===== config.mk =====
export PLATFORM = sky130hd
export DESIGN_NAME = mem_port_arbiter
export DESIGN_NICKNAME = d
export VERILOG_FILES = /design/src/rtl/mem_arb_pkg.sv /design/src/rtl/mem_port_arbiter_rr_pick2.sv /design/src/rtl/mem_port_arbiter.sv
export SDC_FILE = /design/constraint.sdc
export NUM_CORES = 1
export LEC_CHECK = 0
export ABC_AREA = 1
export ABC_CLOCK_PERIOD_IN_PS = 1700
export BUFFER_PORTS_ARGS = -buffer_cell sky130_fd_sc_hd__buf_4
export CAP_MARGIN = 20
export CORE_AREA = 2 2 103 105
export CTS_BUF_LIST = sky130_fd_sc_hd__clkbuf_16
export CTS_CLUSTER_SIZE = 20
export DETAILED_ROUTE_END_ITERATION = 16
export DIE_AREA = 0 0 105 107
export SLEW_MARGIN = 10
export SYNTH_ARGS = -nofsm -noshare
export SYNTH_HDL_FRONTEND = slang
export SYNTH_SLANG_ARGS = --single-unit

===== constraint.sdc =====
create_clock -name clk -period 1.7 [get_ports clk]
set_input_delay 0.34 -clock clk [delete_from_list [all_inputs] [get_ports clk]]
set_output_delay 0.34 -clock clk [all_outputs]
set_load 0.05 [all_outputs]

===== src/rtl/mem_arb_pkg.sv =====
// Shared types and constants for the memory port-1 arbiter.
//   arb_state_t : arbiter ownership state (no owner, or locked to one requester)
//   REQ_CPU     : requester index of the CPU data port
//   REQ_DMA     : requester index of the DMA / program loader
package mem_arb_pkg;

  typedef enum logic [1:0] {
    IDLE  = 2'd0,
    LOCK0 = 2'd1,
    LOCK1 = 2'd2
  } arb_state_t;

  localparam int REQ_CPU = 0;
  localparam int REQ_DMA = 1;

endpackage


===== src/rtl/mem_port_arbiter_rr_pick2.sv =====
// Two-way round-robin pick.
//   req  : request vector, index 0 = CPU, 1 = DMA
//   last : index granted most recently; loses a tie
//   gnt  : one-hot grant, or zero when nobody requests
module rr_pick2 (
  input  logic [1:0] req,
  input  logic       last,
  output logic [1:0] gnt
);

  always_comb begin
    gnt = req;
    if (req == 2'b11) begin
      gnt = last ? 2'b01 : 2'b10;
    end
  end

endmodule


===== src/rtl/mem_port_arbiter.sv =====
// Arbiter sharing the read/write port of the dual-port memory between the
// CPU data port (requester 0) and the DMA/program loader (requester 1).
// Round-robin between requesters, locked bursts capped at MAX_BURST beats,
// and read-return steering one cycle after the granted read.
//   clk, rst            : clock, asynchronous active-low reset
//   req, lock, we       : per-requester request, burst lock, write enable
//   addr0/1, wdata0/1   : per-requester word address and write data
//   gnt                 : same-cycle one-hot grant (zero when none)
//   rvalid, rdata       : read return, rdata shared and qualified by rvalid
//   mem_en/wen/addr/wdata, mem_rdata : memory port pins
module mem_port_arbiter
  import mem_arb_pkg::*;
#(
  parameter int AW        = 30,
  parameter int DW        = 32,
  parameter int MAX_BURST = 8
) (
  input  logic          clk,
  input  logic          rst,
  input  logic [1:0]    req,
  input  logic [1:0]    lock,
  input  logic [1:0]    we,
  input  logic [AW-1:0] addr0,
  input  logic [AW-1:0] addr1,
  input  logic [DW-1:0] wdata0,
  input  logic [DW-1:0] wdata1,
  output logic [1:0]    gnt,
  output logic [1:0]    rvalid,
  output logic [DW-1:0] rdata,
  output logic          mem_en,
  output logic          mem_wen,
  output logic [AW-1:0] mem_addr,
  output logic [DW-1:0] mem_wdata,
  input  logic [DW-1:0] mem_rdata
);

  localparam int CW = $clog2(MAX_BURST + 1);

  arb_state_t    state, state_nxt;
  logic          rr_last, rr_last_nxt;
  logic [CW-1:0] burst_cnt, burst_cnt_nxt;
  logic [1:0]    rr_gnt;
  logic [1:0]    rvalid_p1;
  logic          gidx;

  rr_pick2 u_pick (
    .req  (req),
    .last (rr_last),
    .gnt  (rr_gnt)
  );

  // Grant is combinational; gated by reset so nothing reaches the memory
  // while rst is low, even before the first clock edge.
  always_comb begin
    gnt = 2'b00;
    case (state)
      IDLE:    gnt = rr_gnt;
      LOCK0:   gnt[REQ_CPU] = req[REQ_CPU];
      LOCK1:   gnt[REQ_DMA] = req[REQ_DMA];
      default: gnt = 2'b00;
    endcase
    if (!rst) begin
      gnt = 2'b00;
    end
  end

  // With no grant gidx is 0, so the address/data mux defaults to requester 0.
  assign gidx      = gnt[REQ_DMA];
  assign mem_en    = |gnt;
  assign mem_wen   = mem_en & we[gidx];
  assign mem_addr  = gidx ? addr1 : addr0;
  assign mem_wdata = gidx ? wdata1 : wdata0;
  assign rdata     = mem_rdata;
  assign rvalid    = rvalid_p1;

  always_comb begin
    state_nxt     = state;
    rr_last_nxt   = rr_last;
    burst_cnt_nxt = burst_cnt;
    if (mem_en) begin
      rr_last_nxt = gidx;
      case (state)
        IDLE: begin
          if (lock[gidx]) begin
            state_nxt     = gidx ? LOCK1 : LOCK0;
            burst_cnt_nxt = CW'(1);
          end
        end
        default: begin
          // burst_cnt counts beats already taken, so reaching MAX_BURST-1
          // here means this beat is the MAX_BURST-th one.
          if (!lock[gidx] || burst_cnt == CW'(MAX_BURST - 1)) begin
            state_nxt     = IDLE;
            burst_cnt_nxt = '0;
          end else begin
            burst_cnt_nxt = burst_cnt + CW'(1);
          end
        end
      endcase
    end
  end

  // p0 -> p1: granted beat registered; read return valid one cycle later
  always_ff @(posedge clk or negedge rst) begin
    if (!rst) begin
      state     <= IDLE;
      rr_last   <= 1'b1;
      burst_cnt <= '0;
      rvalid_p1 <= 2'b00;
    end else begin
      state     <= state_nxt;
      rr_last   <= rr_last_nxt;
      burst_cnt <= burst_cnt_nxt;
      rvalid_p1 <= gnt & ~we;
    end
  end

endmodule


### Yosys cells after proc, flatten, opt, wreduce, memory -nomap -nowiden

Index checks and enable logic that the tools add are counted.

| cells by class | value |
|---|---|
| muxes and demuxes | 18 |
| reductions and logical operators | 7 |
| add/sub/neg operators | 1 |
| bitwise logic cells | 3 |
| magnitude comparators | 1 |
| eq/ne operators | 5 |

Operator list:

| operator | count |
|---|---|
| 32-bit two-way mux | 1 |
| 30-bit two-way mux | 1 |
| 2-bit two-way mux | 7 |
| 4-bit two-way mux | 3 |
| 4-bit by 1-bit adder with 4-bit output, second input constant | 1 |
| 2-bit == test, second input constant | 2 |
| 4-bit by 3-bit == test with 1-bit output, second input constant | 1 |
| 1-bit two-way mux | 4 |
| 1-bit one-hot mux with 2 select lines | 2 |
| 3-bit AND reduction | 1 |
| 2-bit bitwise AND | 1 |
| 2-bit by 1-bit == test with 1-bit output, second input constant | 1 |
| 2-bit logical NOT | 1 |
| 1-bit by 2-bit < comparator with 1-bit output, second input constant | 1 |
| 2-bit != test, second input constant | 1 |
| 2-bit NOT | 1 |
| 2-bit AND reduction | 1 |
| 2-bit nonzero test | 1 |
| 2-bit OR reduction | 1 |
| 1-bit bitwise AND | 1 |
| 1-bit logical NOT | 1 |
| 1-bit logical OR | 1 |

| storage, ports and cells | value |
|---|---|
| output and inout bits | 100 |
| register bits | 9 |
| logic and storage cells | 39 |
| bits of input ports | 164 |

### Longest topological paths before layout

| depth | value |
|---|---|
| word-level depth | 10 |
| gate-level depth with buffers | 10 |
| depth with buffers taken out | 10 |

### By module

Synthesis repeated with hierarchy kept, for this count alone.

| unflattened totals | value |
|---|---|
| cell total of the unflattened synthesis | 300 |
| area, all modules | 1,535.2 sq um |

Modules (own cells, without submodules):

| module | area an instance (sq um) | times used | cells each | seq. area each (sq um) |
|---|---|---|---|---|
| mem_port_arbiter | 1,514.0 | 1 | 295 | 226.5 |
| rr_pick2 | 21.3 | 1 | 5 | 0.0 |

### Least setup slack after synthesis

OpenSTA, ideal clock, no wires.

| timing path | value |
|---|---|
| path type | reg2out |
| start | register state[1] |
| end | output port mem_wen |
| stages on the path, launching flop included | 8 |
| slack | -534 ps |
| required time | 1,360 ps |
| path buffers | 0 |
| arrival | 1,894 ps |
| cell sequence | dfrtp_1 > inv_2 > nand2_1 > nor2_1 > o21ai_1 > inv_1 > nand2_1 > a21oi_1 |

| on the way | value |
|---|---|
| elaborated cells on any way between the ends | 10 |
| classes of those cells | eq/ne: 2; mux: 5; bitwise: 1; reduce/logical: 2 |

RTL lines:

| item | RTL line | RTL |
|---|---|---|
| start: declaration | mem_port_arbiter.sv:39 | `arb_state_t state, state_nxt;` |
| start signal: assignment | mem_port_arbiter.sv:111 | `state <= state_nxt;` |
| 2-bit by 1-bit == test with 1-bit output / 2-bit logical NOT (equally long branches) | mem_port_arbiter.sv:56 | `case (state)` |
| 1-bit one-hot mux with 2 select lines * | mem_port_arbiter.sv:56 |  |
| 2-bit two-way mux * | mem_port_arbiter.sv:62 | `if (!rst) begin` |
| named net gnt[0] | mem_port_arbiter.sv:27 | `output logic [1:0] gnt,` |
| 2-bit OR reduction * | mem_port_arbiter.sv:69 | `assign mem_en = \|gnt;` |
| 1-bit bitwise AND * | mem_port_arbiter.sv:70 | `assign mem_wen = mem_en & we[gidx];` |
| end: declaration | mem_port_arbiter.sv:31 | `output logic mem_wen,` |

The timed path passes the listed nets; every way through them passes the cells marked *. The select of a mux whose other input is x is not followed.

### Worst setup path after layout

| timing path | value |
|---|---|
| start | register rr_last |
| end | output port mem_wen |

| on the way | value |
|---|---|
| cells in the longest elaborated chain, start to end | 7 |
| elaborated cells on any way between the ends | 9 |
| classes of those cells | mux: 7; bitwise: 1; reduce/logical: 1 |

RTL lines:

| item | RTL line | RTL |
|---|---|---|
| start: declaration | mem_port_arbiter.sv:40 | `logic rr_last, rr_last_nxt;` |
| start signal: assignment | mem_port_arbiter.sv:112 | `rr_last <= rr_last_nxt;` |
| 2-bit two-way mux * | mem_port_arbiter_rr_pick2.sv:14 | `gnt = last ? 2'b01 : 2'b10;` |
| 2-bit two-way mux * | mem_port_arbiter_rr_pick2.sv:13 | `if (req == 2'b11) begin` |
| 1-bit one-hot mux with 2 select lines | mem_port_arbiter.sv:56 |  |
| 2-bit two-way mux * | mem_port_arbiter.sv:62 |  |
| 1-bit two-way mux (not written as such) (2 in a row) | mem_port_arbiter.sv:70 |  |
| 1-bit bitwise AND * | mem_port_arbiter.sv:70 |  |

Every way passes the cells marked *; elsewhere a longest branch is shown, timed or not. The select of a mux whose other input is x is not followed.

==> flow_summary_export.csv <==
group,metric,value,unit
cells_and_area,area_growth,186,%
detailed_routing,ant_nets,0,
timing,max_freq,511,MHz
global_route,grt-ovfl-total,0,
cts,cts_inserted_buffers,3,
worst_setup_path,endpoint_kind,"output pin",
floorplanning,core_area,10100,um^2
synthesis,synth_cell_types,21,
worst_setup_path,cp-start-kind,"flop",
timing,drv_slew,0,
floorplanning,die_y,107,um
cts,root_buffer,"clkbuf_16",
flow_run,cap_violations,0,
global_route,grt_max_degree,29,
timing,setup_viol,66,
cells_and_area,drive_gt1_share,76.3,%
cts,clk_pin_slew,0.04,ns
cells_and_area,finish.utilization,43.9,%
floorplanning,std_cell_rows,37,
timing,tightest_slew,0.356,ns
cts,clk_latency,0.24,ns
power,peakVddDrop,0.474,mV
worst_setup_path,worstPathMaxFanout,5,
detailed_routing,first_iter_violations,127,
detailed_routing,viasPerCell,4.21,
cts,cts_tree,"done",
global_route,grt.total_usage,14.0,%
timing,slew_headroom,76.2,%
worst_setup_path,cp.required,1.36,ns
synthesis,syn_avg_cell_area,5.16,um^2
outcome,outcome,"finished, violations left",
cts,ctsHoldBuffers,0,
global_route,grt_pass1_vias,2562,
cts,clock_sinks,9,
timing,setup_ws,-0.256,ns
placed_design,finalWeightedCongestion,0.777,
power,p_leak,2.30,nW
global_route,grt_antenna_before_repair,0,
detailed_routing,drc_errors,0,
cells_and_area,antenna_cells,0,
synthesis,syn-num-nets,465,
timing,fin_crit,1.96,ns
placed_design,portBuffers,199,
detailed_routing,routedWlPerCell,14.8,um
detailed_routing,routed_wl,9.18,mm
timing,fin_skew,0.000984,ns
floorplanning,dieArea,11200,um^2
detailed_routing,num_vias,2618,
synthesis,yosys_register_bits,9,
floorplanning,die_w,105,um
hold_path,hold_class,"input pin to asynchronous set/reset pin",
timing,final_hold_viol_count,0,
power,power.density,1040,nW/um^2
timing,rsz0062_at_grt,"true",
floorplanning,pin_count,264,
worst_setup_path,worstSetupPathType,"flop to output pin",
synthesis,synth_cells,300,
timing,fin_crit_sh,115,%
synthesis,synth_warnings,0,
placed_design,dp_hpwl,5.92,mm
worst_setup_path,cp_data_arrival_time,1.62,ns
placed_design,place_ws,-0.0326,ns
detailed_routing,dr.pass1.iters,4,
cts,cts_max_path_buffers,2,
global_route,grt_pass1_wl,12.5,mm
cts,htreeDepth,1,
floorplanning,initial_core_util,15.3,%
cells_and_area,nets,652,
synthesis,yosysSeqAreaShare,14.6,%
outcome,violations,"setup timing",
timing,setup_tns,-14.10,ns
synthesis,syn_area,1550,um^2
[synth_stat cells]
cell type,count,share of area (%)
nand3_2,1,0.65
inv_1,8,1.9
nor2_1,4,0.97
dfrtp_1,8,13
buf_2,10,3.2
nand2_2,2,0.81
clkbuf_1,1,0.24
nand2_1,203,49
buf_4,33,16
or2_2,1,0.40
o21ai_1,4,1.3
nand2_4,2,1.5
nand3_1,7,2.3
xor2_1,2,1.1
nand4_1,6,2.4
inv_2,3,0.73
ha_1,1,0.81
nor2_4,1,0.73
dfstp_2,1,1.7
a21oi_1,1,0.32
buf_6,1,0.73
[per-layer routing]
layer	up-vias	track usage [%]	share of wire (%)
met5	-	0	0
met4	0	4.67	2.0
met3	23	3.53	8.9
met2	138	24.4	51
met1	1206	16.7	38
li1	1251	-	-
[cell usage in the layout (no fill, tap or decap), types with 2 or more instances in the layout]
| cell type | netlist | layout |
|---|---|---|
| buf_4 | 33 | 144 |
| nand2_2 | 2 | 99 |
| nand2_1 | 203 | 78 |
| buf_8 | 0 | 64 |
| nand2_4 | 2 | 30 |
| inv_1 | 8 | 8 |
| dfrtp_1 | 8 | 8 |
| clkbuf_16 | 0 | 8 |
| nand4_1 | 6 | 6 |
| nand3_1 | 7 | 5 |
| buf_16 | 0 | 5 |
| buf_12 | 0 | 5 |
| o21ai_1 | 4 | 4 |
| buf_6 | 1 | 4 |
| inv_2 | 3 | 3 |
| nor2_1 | 4 | 3 |
| nor2_4 | 1 | 2 |
| nand3_2 | 1 | 2 |
| xor2_1 | 2 | 2 |
[flip-flops by register name, summed over array words and instances, names as in the netlist]
signal / flops
rr_last: 1
rvalid: 2
burst_cnt: 4
state: 2
[kinds of logic (layout without fill, tap and decap cells)]
family	count (synthesis)	after routing	share of synthesized area (%)
XOR/XNOR	2	2	1.13
buffers and inverters	56	242	22.9
flip-flops	9	9	14.6
adder cells (fa/ha/maj)	1	1	0.808
AND/OR/NAND/NOR	227	227	58.9
AO/OA/AOI/OAI	5	5	1.62
[path summary, 6_finish.rpt]
check / from / to / slack (ns) / cells after the start
setup / recovery: rr_last$_DFFE_PN1P_ / mem_wen / -0.26 / 7
max in group asynchronous: rst / rr_last$_DFFE_PN1P_ / 1.46 / 2
hold / removal: rst / burst_cnt[3]$_DFFE_PN0P_ / 0.02 / 2
min in group clk: we[0] / rvalid[0]$_DFF_PN0_ / 0.26 / 2
hold reg to reg: state[1]$_DFFE_PN0P_ / state[1]$_DFFE_PN0P_ / 0.52 / 2
setup reg to reg: state[0]$_DFFE_PN0P_ / burst_cnt[0]$_DFFE_PN0P_ / 0 / 13
[final cells by class]
type / count / area, um^2
fillers: 996 / 5660
repair buffers: 227 / 2450
multi-input cells: 235 / 1460
flip-flops and latches: 9 / 226
well taps: 136 / 170
clock buffers: 3 / 75.1
inverters: 11 / 46.3
clock inverters: 1 / 3.75
[repair_timing]
action                                  4_1_cts  5_1_grt
pin swaps                                     6       47
endpoints found under the setup margin       65       71
resized for setup                           142       99
gates cloned                                  5        5
setup buffers                                 7        2
[report_power, final]
group,switching [mW],internal [mW],total [mW]
sequential,0.0443,0.284,0.328
clock,0.108,0.308,0.416
combinational,2.19,1.65,3.84
[critical path, stage by stage (launching register included)]
cell and delay (ns):
dfstp_2 0.53, nand3_2 0.09, nand2_4 0.15, buf_8 0.15, buf_12 0.14, nor2_4 0.05, a21oi_4 0.11, buf_6 0.17
[metrics by stage]
stage | instances | instance area [um^2] | power (mW) | hold WS, ns
3_5_place_dp | 600 | 3180 | 3.07 | 0.274
4_1_cts | 616 | 3950 | 4.21 | 0.0223
6_report | 622 | 4430 | 4.59 | 0.0181
5_1_grt | 622 | 4430 | 4.80 | 0.0281
3_3_place_gp | 600 | 3180 | 3.03 | 0.271
2_1_floorplan | 300 | 1710 | 2.33 | 0.0444
Power figures use the tool's default switching activity.
